==> src/rtl/irq_seq_pkg.sv <==
// Shared definitions for the interrupt sequencer: FSM state encoding and the
// micro-instructions injected into the fetch-to-decode path.
package irq_seq_pkg;

  typedef logic [3:0] state_t;

  // Sequencer states (4-bit encoding, also exported on the debug port).
  localparam logic [3:0] S_IDLE     = 4'd0;
  localparam logic [3:0] S_PUSH_PCH = 4'd1;
  localparam logic [3:0] S_PUSH_PCL = 4'd2;
  localparam logic [3:0] S_PUSH_CCR = 4'd3;
  localparam logic [3:0] S_VECTOR   = 4'd4;
  localparam logic [3:0] S_SERVICE  = 4'd5;
  localparam logic [3:0] S_POP_CCR  = 4'd6;
  localparam logic [3:0] S_POP_PCL  = 4'd7;
  localparam logic [3:0] S_POP_PCH  = 4'd8;

  // Injected instructions, aligned with the control-unit opcode map.
  localparam logic [15:0] INSTR_NOP      = 16'h0000;
  localparam logic [15:0] INSTR_PUSH_PCH = 16'hE001;
  localparam logic [15:0] INSTR_PUSH_PCL = 16'hE002;
  localparam logic [15:0] INSTR_PUSH_CCR = 16'hE003;
  localparam logic [15:0] INSTR_POP_CCR  = 16'hE803;
  localparam logic [15:0] INSTR_POP_PCL  = 16'hE802;
  localparam logic [15:0] INSTR_POP_PCH  = 16'hE801;

endpackage

==> src/rtl/irq_prio_enc.sv <==
// Fixed-priority encoder: the lowest-index active request wins.
// Produces both a one-hot grant and the binary index of the winner.
module irq_prio_enc #(
  parameter int N_IRQ = 4,
  parameter int ID_W  = 2
) (
  input  logic [N_IRQ-1:0] req,
  output logic [N_IRQ-1:0] grant,
  output logic [ID_W-1:0]  id,
  output logic             valid
);

  assign valid = |req;

  // Isolate the lowest set bit (two's-complement trick).
  assign grant = req & (~req + N_IRQ'(1));

  // Scan from the top so the lowest active index is written last and wins.
  always_comb begin
    id = '0;
    for (int i = N_IRQ - 1; i >= 0; i--) begin
      if (req[i]) id = ID_W'(i);
    end
  end

endmodule

==> src/rtl/irq_sequencer.sv <==
// Multi-channel interrupt sequencer for the fetch stage. Latches request
// edges, accepts one unmasked channel at a time (lowest index first), injects
// the context-save pushes, redirects PC to the channel vector, and on RTI
// injects the matching restore pops.
//
// Handshake: the injected word (instr_valid) and the acknowledge (ack) act as
// "valid"; !pipe_stall acts as "ready". A word or ack is consumed only on a
// rising edge where pipe_stall is low; while stalled, every output and all
// sequencer state hold, and ack is never raised.
module irq_sequencer
  import irq_seq_pkg::*;
#(
  parameter int          INSTR_W    = 16,
  parameter int          PC_W       = 32,
  parameter int          N_IRQ      = 4,
  parameter int unsigned VEC_BASE   = 0,
  parameter int unsigned VEC_STRIDE = 2
) (
  input  logic               clk,
  input  logic               reset,
  input  logic [N_IRQ-1:0]   irq_req,
  input  logic [N_IRQ-1:0]   irq_mask,
  input  logic               rti,
  input  logic               pipe_stall,
  input  logic [PC_W-1:0]    pc_in,
  output logic [N_IRQ-1:0]   ack,
  output logic               pc_stop,
  output logic               instr_valid,
  output logic [INSTR_W-1:0] instr_out,
  output logic [INSTR_W-1:0] push_data,
  output logic               pc_change,
  output logic [PC_W-1:0]    pc_value,
  output logic               in_service,
  output logic               busy,
  output logic [3:0]         state_dbg,
  output logic [N_IRQ-1:0]   pending_dbg
);

  localparam int ID_W  = (N_IRQ > 1) ? $clog2(N_IRQ) : 1;
  localparam int PCH_W = PC_W - INSTR_W;

  state_t             state;
  logic [N_IRQ-1:0]   irq_prev;
  logic [N_IRQ-1:0]   pending;
  logic [N_IRQ-1:0]   rise;
  logic [N_IRQ-1:0]   eligible;
  logic [N_IRQ-1:0]   grant;
  logic [ID_W-1:0]    win_id;
  logic               win_valid;
  logic               accept;
  logic [PC_W-1:0]    saved_pc;
  logic [ID_W-1:0]    saved_id;
  logic [INSTR_W-1:0] pch_word;
  logic [PC_W-1:0]    vec_addr;

  assign rise     = irq_req & ~irq_prev;
  assign eligible = pending & ~irq_mask;

  irq_prio_enc #(
    .N_IRQ (N_IRQ),
    .ID_W  (ID_W)
  ) u_prio (
    .req   (eligible),
    .grant (grant),
    .id    (win_id),
    .valid (win_valid)
  );

  // Acceptance depends only on registered pending/state plus mask and stall,
  // so there is no combinational path from irq_req to any output.
  assign accept = (state == S_IDLE) && !pipe_stall && !reset && win_valid;
  assign ack    = accept ? grant : '0;

  // Edge capture, pending bookkeeping and the sequencer FSM.
  always_ff @(posedge clk) begin
    if (reset) begin
      state    <= S_IDLE;
      irq_prev <= '0;
      pending  <= '0;
      saved_pc <= '0;
      saved_id <= '0;
    end else begin
      irq_prev <= irq_req;
      // A new edge on the clearing cycle re-sets the bit (set wins).
      pending  <= (pending & ~ack) | rise;
      if (!pipe_stall) begin
        case (state)
          S_IDLE: begin
            if (accept) begin
              saved_pc <= pc_in;
              saved_id <= win_id;
              state    <= S_PUSH_PCH;
            end
          end
          S_PUSH_PCH: state <= S_PUSH_PCL;
          S_PUSH_PCL: state <= S_PUSH_CCR;
          S_PUSH_CCR: state <= S_VECTOR;
          S_VECTOR:   state <= S_SERVICE;
          S_SERVICE:  if (rti) state <= S_POP_CCR;
          S_POP_CCR:  state <= S_POP_PCL;
          S_POP_PCL:  state <= S_POP_PCH;
          S_POP_PCH:  state <= S_IDLE;
          default:    state <= S_IDLE;
        endcase
      end
    end
  end

  // Upper PC half, zero-extended to a full instruction word.
  always_comb begin
    pch_word = '0;
    pch_word[PCH_W-1:0] = saved_pc[PC_W-1:INSTR_W];
  end

  // Vector address computed at PC width; wraps naturally modulo 2^PC_W.
  assign vec_addr = PC_W'(VEC_BASE) + PC_W'(saved_id) * PC_W'(VEC_STRIDE);

  // Output decode from the registered state.
  always_comb begin
    pc_stop     = 1'b0;
    instr_valid = 1'b0;
    instr_out   = '0;
    push_data   = '0;
    pc_change   = 1'b0;
    pc_value    = '0;
    in_service  = 1'b0;
    case (state)
      S_PUSH_PCH: begin
        pc_stop     = 1'b1;
        instr_valid = 1'b1;
        instr_out   = INSTR_W'(INSTR_PUSH_PCH);
        push_data   = pch_word;
      end
      S_PUSH_PCL: begin
        pc_stop     = 1'b1;
        instr_valid = 1'b1;
        instr_out   = INSTR_W'(INSTR_PUSH_PCL);
        push_data   = saved_pc[INSTR_W-1:0];
      end
      S_PUSH_CCR: begin
        pc_stop     = 1'b1;
        instr_valid = 1'b1;
        instr_out   = INSTR_W'(INSTR_PUSH_CCR);
      end
      S_VECTOR: begin
        instr_valid = 1'b1;
        instr_out   = INSTR_W'(INSTR_NOP);
        pc_change   = 1'b1;
        pc_value    = vec_addr;
      end
      S_SERVICE: begin
        in_service = 1'b1;
      end
      S_POP_CCR: begin
        pc_stop     = 1'b1;
        instr_valid = 1'b1;
        instr_out   = INSTR_W'(INSTR_POP_CCR);
      end
      S_POP_PCL: begin
        pc_stop     = 1'b1;
        instr_valid = 1'b1;
        instr_out   = INSTR_W'(INSTR_POP_PCL);
      end
      S_POP_PCH: begin
        pc_stop     = 1'b1;
        instr_valid = 1'b1;
        instr_out   = INSTR_W'(INSTR_POP_PCH);
      end
      default: ;
    endcase
  end

  assign busy        = (state != S_IDLE) && (state != S_SERVICE);
  assign state_dbg   = state;
  assign pending_dbg = pending;

endmodule

==> config.mk <==
export PLATFORM = sky130hd
export DESIGN_NAME = irq_sequencer
export DESIGN_NICKNAME = d
export VERILOG_FILES = /design/src/rtl/irq_seq_pkg.sv /design/src/rtl/irq_prio_enc.sv /design/src/rtl/irq_sequencer.sv
export SDC_FILE = /design/constraint.sdc
export NUM_CORES = 1
export LEC_CHECK = 0
export CORE_ASPECT_RATIO = 0.7
export CORE_UTILIZATION = 37
export DETAILED_ROUTE_END_ITERATION = 10
export PLACE_DENSITY = 0.86
export SYNTH_ARGS = -nofsm -noshare
export SYNTH_HDL_FRONTEND = slang
export SYNTH_SLANG_ARGS = --single-unit
==> constraint.sdc <==
create_clock -name clk -period 3.5 [get_ports clk]
set_clock_uncertainty 0.15 [all_clocks]
set_input_delay 0.7 -clock clk [delete_from_list [all_inputs] [get_ports clk]]
set_output_delay 0.7 -clock clk [all_outputs]
set_load 0.02 [all_outputs]
==> results of run 1 <==
critical path, stage by stage:
cell and delay, ns:
clkdlybuf4s50_1 0.46, nor4_4 0.32, nand2_1 0.20, nor3_1 0.19, clkdlybuf4s50_1 0.64
how the worst max path moves through the flow:
stage | start | end | slack [ns] | depth (start not counted)
final | pipe_stall | ack[1] | 0.15 | 5
after global routing | pipe_stall | ack[3] | 0.05 | 5
after CTS | pipe_stall | ack[1] | 0.13 | 5
after detailed placement | pipe_stall | ack[1] | 0.14 | 5
after global placement | pipe_stall | ack[3] | 0.15 | 5
after floorplan | state_dbg[2]$_SDFFE_PP0P_ | pc_value[1] | 0.76 | 4
flip-flops by register name, summed over array words and instances (netlist names):
register,flops
irq_prev,4
pending_dbg,4
saved_id,2
saved_pc,32
state_dbg,4
stage by stage:
| step | area [sq um] | hold WS, ns | cells | utilization |
|---|---|---|---|---|
| after global routing | 3260 | 0.362 | 471 | 0.514 |
| after CTS | 3260 | 0.332 | 471 | 0.514 |
| after detailed placement | 3180 | 0.321 | 464 | 0.502 |
| after floorplan | 2620 | 0.295 | 347 | - |
| after global placement | 3180 | 0.312 | 464 | 0.502 |
| final | 3260 | 0.332 | 471 | 0.514 |
layer usage:
metal  GRT usage  vias up
met5           0        -
met4      0.0441        0
met3      0.0420        6
met2       0.300       80
met1       0.247     1119
li1            -     1145
power by group:
part | internal (W) | leakage [nW] | switching, W
Combinational | 0.000118 | 0.772 | 0.000181
Sequential | 0.000546 | 0.375 | 0.0000168
Clock | 0.000138 | 0.0383 | 0.000164
cell usage after synthesis (4+ instances only):
| cell type | instances |
|---|---|
| dfxtp_1 | 46 |
| a21oi_1 | 45 |
| buf_4 | 43 |
| o21ai_0 | 40 |
| nand3_1 | 33 |
| a22o_1 | 16 |
| clkbuf_1 | 11 |
| nand2b_1 | 11 |
| buf_2 | 9 |
| nand2_1 | 9 |
| nor2_1 | 6 |
| nor2b_1 | 6 |
| buf_6 | 5 |
| inv_1 | 4 |
| o31ai_1 | 4 |
kinds of logic (layout without fill, tap and decap cells):
group,count (synthesis),count (layout),synth area share
other cells,1,40,0.00152
buf+inv,72,105,0.194
compound gates,107,107,0.247
simple gates,81,81,0.182
xor+xnor,1,1,0.00354
flops,46,46,0.372
placed cells by master, fill, tap and decap left out:
| cell | netlist | routed |
|---|---|---|
| a21bo_2 | 1 | 1 |
| a21oi_1 | 45 | 45 |
| a22o_1 | 16 | 16 |
| and2_1 | 3 | 3 |
| and4_1 | 1 | 1 |
| buf_2 | 9 | 1 |
| buf_4 | 43 | 10 |
| clkbuf_1 | 11 | 2 |
| clkbuf_8 | 0 | 5 |
| clkdlybuf4s50_1 | 0 | 83 |
| conb_1 | 1 | 40 |
| dfxtp_1 | 46 | 46 |
| inv_1 | 4 | 4 |
| nand2_1 | 9 | 9 |
| nand2b_1 | 11 | 11 |
| nand3_1 | 33 | 33 |
| nand4_1 | 3 | 3 |
| nor2_1 | 6 | 6 |
| nor2b_1 | 6 | 6 |
| nor3_1 | 3 | 3 |
| nor3_2 | 1 | 1 |
| nor4_1 | 1 | 1 |
| nor4_4 | 1 | 1 |
| nor4bb_1 | 1 | 1 |
| o21ai_0 | 40 | 40 |
| o21ai_1 | 1 | 1 |
| o31ai_1 | 4 | 4 |
| or3_1 | 1 | 1 |
| or4_1 | 1 | 1 |
| xnor2_1 | 1 | 1 |
layout make-up:
cell class              instances  area share
flip-flops and latches         46       0.283
well taps                      91      0.0350
repair buffers                 94       0.280
multi-input cells             229       0.375
inverters                       4     0.00461
clock buffers                   7      0.0234
==> flow_summary.json, run 1 <==
{
  "fp.dieW_microns": 99.8,
  "gp_congestion": 0.822,
  "drive_gt1_frac": 0.0500,
  "start_kind": "input port",
  "synth.cell_area_sq_um": 2470,
  "wl_met2_microns": 3120,
  "period_share": 0.958,
  "pin_count": 125,
  "async_flop_share": 0,
  "vias": 2350,
  "cts_root_buffer": "clkbuf_8",
  "first_pass_iters": 4,
  "finalCriticalPeriod_ns": 3.35,
  "synth_cell_types": 29,
  "synth_seq_area_share": 0.372,
  "h-tree-depth": 2,
  "regToRegSetupSlack_ns": 1.57,
  "grt_antenna_before_repair": 0,
  "grt_pass1_wl_microns": 10400,
  "drt-initial-drc-count": 125,
  "dp_hpwl_microns": 4640,
  "die_area_sq_um": 7020,
  "ys.flop_type": "dfxtp_1",
  "ctsResizeCount": 0,
  "area_growth_pct": 31.6,
  "drc": 0,
  "crit_arrival_ns": 2.50,
  "grt_pass1_vias": 2201,
  "die_y_microns": 70.4,
  "setup-tns-final_ns": 0,
  "netlist_instances": 308,
  "hold-path-cell-count": 2,
  "hp-start": "saved_pc[12]$_SDFFE_PP0P_",
  "hp-class": "reg2reg",
  "dp_slack_ns": 0.136,
  "r2r.worst_path.cells": 5,
  "path_max_fanout": 5,
  "wl_met3_microns": 394,
  "reg2reg_to": "saved_pc[29]$_SDFFE_PP0P_",
  "multiInputGateArea_sq_um": 1220,
  "wire_per_inst_microns": 13.6,
  "worstReg2RegStart": "state_dbg[0]$_SDFFE_PP0P_",
  "min_to": "saved_pc[12]$_SDFFE_PP0P_",
  "rows": 24,
  "top_layer_used": "met4",
  "clk_pin_slew_worst_paths_ns": 0.08,
  "holdBufCountCts": 0,
  "vdd_drop_max_mv": 0.197,
  "grt.total_usage": 0.184,
  "slew_viol_final": 0,
  "start_util": 0.391,
  "crit_type": "in2out",
  "grt_max_degree": 47,
  "totalPowerFinal_w": 0.00116,
  "core_sq_um": 6340,
  "ys_ff_latch": 46,
  "setup_viol": 0,
  "rsz0062_at_grt": "false",
  "fmax_ghz": 0.298,
  "cts_inserted_buffers": 5,
  "grt.overflow.total": 0,
  "seq_area_sq_um": 921,
  "tritoncts": "done",
  "yosysTopAreaCell": "dfxtp_1",
  "crit_required_ns": 2.65,
  "syn_area_per_cell_sq_um": 8.04,
  "critPathCaptureType": "output port",
  "postCtsSetupRepairBufs": 0,
  "fin_ws_ns": 0.146,
  "yosys-top-cells-area": "dfxtp_1 (37%), buf_4 (13%), a21oi_1 (9.1%), o21ai_0 (8.1%), nand3_1 (6.7%)",
  "max-clock-path-buffers": 2,
  "diodes": 0,
  "maxCapViolCount": 0,
  "hold_viol_final": 0,
  "netlist.area_leader.share": 0.372,
  "ant_nets": 0,
  "portBuffers": 84,
  "layout.nets": 424,
  "synth.yosys.warnings": 0,
  "fill_cells": 618,
  "synth-edff-count": 0,
  "p_leak_nw": 1.18,
  "avgViaCountPerCell": 4.99,
  "totalWireLength_microns": 6390,
  "clkLatencyLatePin_ns": 0.29,
  "power.density_nw_per_um2": 357,
  "cts_sinks": 46,
  "drt-met1-wl_microns": 2830,
  "status": "finished, final reports clean"
}
Power figures use the tool's default switching activity.
==> run 2, diff against run 1 <==
--- a/config.mk
+++ b/config.mk
@@ -6,6 +6,7 @@
 export NUM_CORES = 1
 export LEC_CHECK = 0
 export CORE_ASPECT_RATIO = 0.7
+export CORE_MARGIN = 2
 export CORE_UTILIZATION = 37
 export DETAILED_ROUTE_END_ITERATION = 10
 export PLACE_DENSITY = 0.86
==> run 2 against run 1 <==
Net effect: die area increased by 4.9%; global-route usage decreased by 1.4 points; routed wire length increased by 2.6%; non-clock buffer count is 1 lower; first-iteration DRC count decreased by 20%; power grew 14%; sequential share of layout area shrank 0.46 points; largest cell class unchanged; largest power group unchanged.
==> flow_summary.json, run 2 (synthesis results as in run 1) <==
{
  "status": "finished, final reports clean",
  "reg2reg_to": "pending_dbg[1]$_SDFF_PP0_",
  "portBuffers": 84,
  "pin_count": 125,
  "path_max_fanout": 4,
  "vdd_drop_max_mv": 0.272,
  "fmax_ghz": 0.293,
  "final_cell_mix": "clkdlybuf4s50_1 (83), dfxtp_1 (46), a21oi_1 (45)",
  "hold_viol_final": 0,
  "cts_sinks": 46,
  "sw_frac_of_total": 0.285,
  "p_int_w": 0.000948,
  "die_y_microns": 72.4,
  "grt_max_degree": 47,
  "finalCriticalPeriod_ns": 3.41,
  "crit_required_ns": 2.65,
  "ctsResizeCount": 0,
  "hp-class": "reg2reg",
  "max-clock-path-buffers": 2,
  "dp_slack_ns": 0.0861,
  "fill_cells": 625,
  "area_growth_pct": 33.8,
  "holdBufCountCts": 0,
  "worstReg2RegStart": "state_dbg[0]$_SDFFE_PP0P_",
  "tritoncts": "done",
  "layout.nets": 423,
  "h-tree-depth": 2,
  "gp_congestion": 0.843,
  "totalPowerFinal_w": 0.00133,
  "p_leak_nw": 1.21,
  "drc": 0,
  "ant_nets": 0,
  "setup-tns-final_ns": 0,
  "whs_ns": 0.330,
  "clk_pin_slew_worst_paths_ns": 0.09,
  "crit_type": "in2out",
  "grt_antenna_before_repair": 0,
  "totalWireLength_microns": 6560,
  "cts_inserted_buffers": 5,
  "slew_viol_final": 0,
  "grt.total_usage": 0.170,
  "rsz0062_at_grt": "false",
  "drive_gt1_frac": 0.0553,
  "start_kind": "input port",
  "crit_arrival_ns": 2.56,
  "core_sq_um": 6340,
  "dp_hpwl_microns": 4720,
  "final_common_cell": "clkdlybuf4s50_1",
  "drt-initial-drc-count": 100,
  "min_to": "saved_pc[30]$_SDFFE_PP0P_",
  "period_share": 0.975,
  "largest_reg_flops": 32,
  "fp.dieW_microns": 102,
  "die_area_sq_um": 7370,
  "first_pass_iters": 4,
  "critPathCaptureType": "output port",
  "power_frac_clock": 0.352,
  "cts_root_buffer": "clkbuf_8",
  "grt_pass1_vias": 2079,
  "diodes": 0,
  "grt_pass1_wl_microns": 9970,
  "maxCapViolCount": 0,
  "wire_per_inst_microns": 13.9,
  "vias": 2323,
  "regToRegSetupSlack_ns": 1.52,
  "setup_viol": 0,
  "clkLatencyLatePin_ns": 0.29,
  "hp-start": "saved_pc[30]$_SDFFE_PP0P_",
  "p_sw_w": 0.000378,
  "avgViaCountPerCell": 4.93,
  "r2r.worst_path.cells": 5,
  "top_register": "saved_pc",
  "rows": 24,
  "power.density_nw_per_um2": 401,
  "start_util": 0.391,
  "grt.overflow.total": 0,
  "hold-path-cell-count": 2,
  "pwr-share-comb": 0.223,
  "seqPwrFrac": 0.425,
  "postCtsSetupRepairBufs": 0,
  "fin_ws_ns": 0.0861
}
run 2: stage by stage:
step	instance area (sq um)	std cells	utilization
6_report	3310	471	0.523
3_5_place_dp	3170	463	0.501
5_1_grt	3310	471	0.523
4_1_cts	3310	471	0.523
2_1_floorplan	2620	347	-
3_3_place_gp	3170	463	0.501
run 2: power groups by stage:
| stage | Clock (W) | Sequential [W] | Combinational (W) |
|---|---|---|---|
| after CTS | 0.000480 | 0.000564 | 0.000295 |
| final | 0.000467 | 0.000564 | 0.000295 |
| after global routing | 0.000501 | 0.000567 | 0.000319 |
| after floorplan | 0 | 0.000574 | 0.000216 |
| after detailed placement | 0 | 0.000576 | 0.000293 |
| after global placement | 0 | 0.000574 | 0.000290 |
run 2: worst max path at each step:
stage,from,end,slack [ns]
after floorplan,state_dbg[2]$_SDFFE_PP0P_,pc_value[1],0.76
after global placement,pipe_stall,ack[3],0.13
after detailed placement,pipe_stall,ack[3],0.09
after CTS,pipe_stall,ack[3],0.08
after global routing,pipe_stall,ack[1],0.0004
final,pipe_stall,ack[3],0.09
run 2: layout make-up:
class                           count  area (sq um)  share of cell area
Multi-Input combinational cell    229          1220               0.368
Clock buffer                        5          68.8              0.0208
Timing Repair Buffer               93           903               0.273
Inverter                            4          15.0             0.00454
Clock inverter                      3          68.8              0.0208
Sequential cell                    46           921               0.278
Tap cell                           91           114              0.0344
run 2: per-layer routing:
metal / wire length, microns / part of all wire / track usage / up-vias
met4: 14 / 0.0021 / 0.0270 / 0
met3: 330 / 0.050 / 0.0385 / 2
met2: 3250 / 0.50 / 0.289 / 61
met5: 0 / 0 / 0 / -
met1: 2970 / 0.45 / 0.225 / 1118
li1: - / - / - / 1142
run 2: worst max-delay path, stage by stage:
cell and delay (ns):
clkdlybuf4s50_1 0.46, nor4_4 0.33, nand4_1 0.22, nor3_1 0.22
clkdlybuf4s50_1 0.63
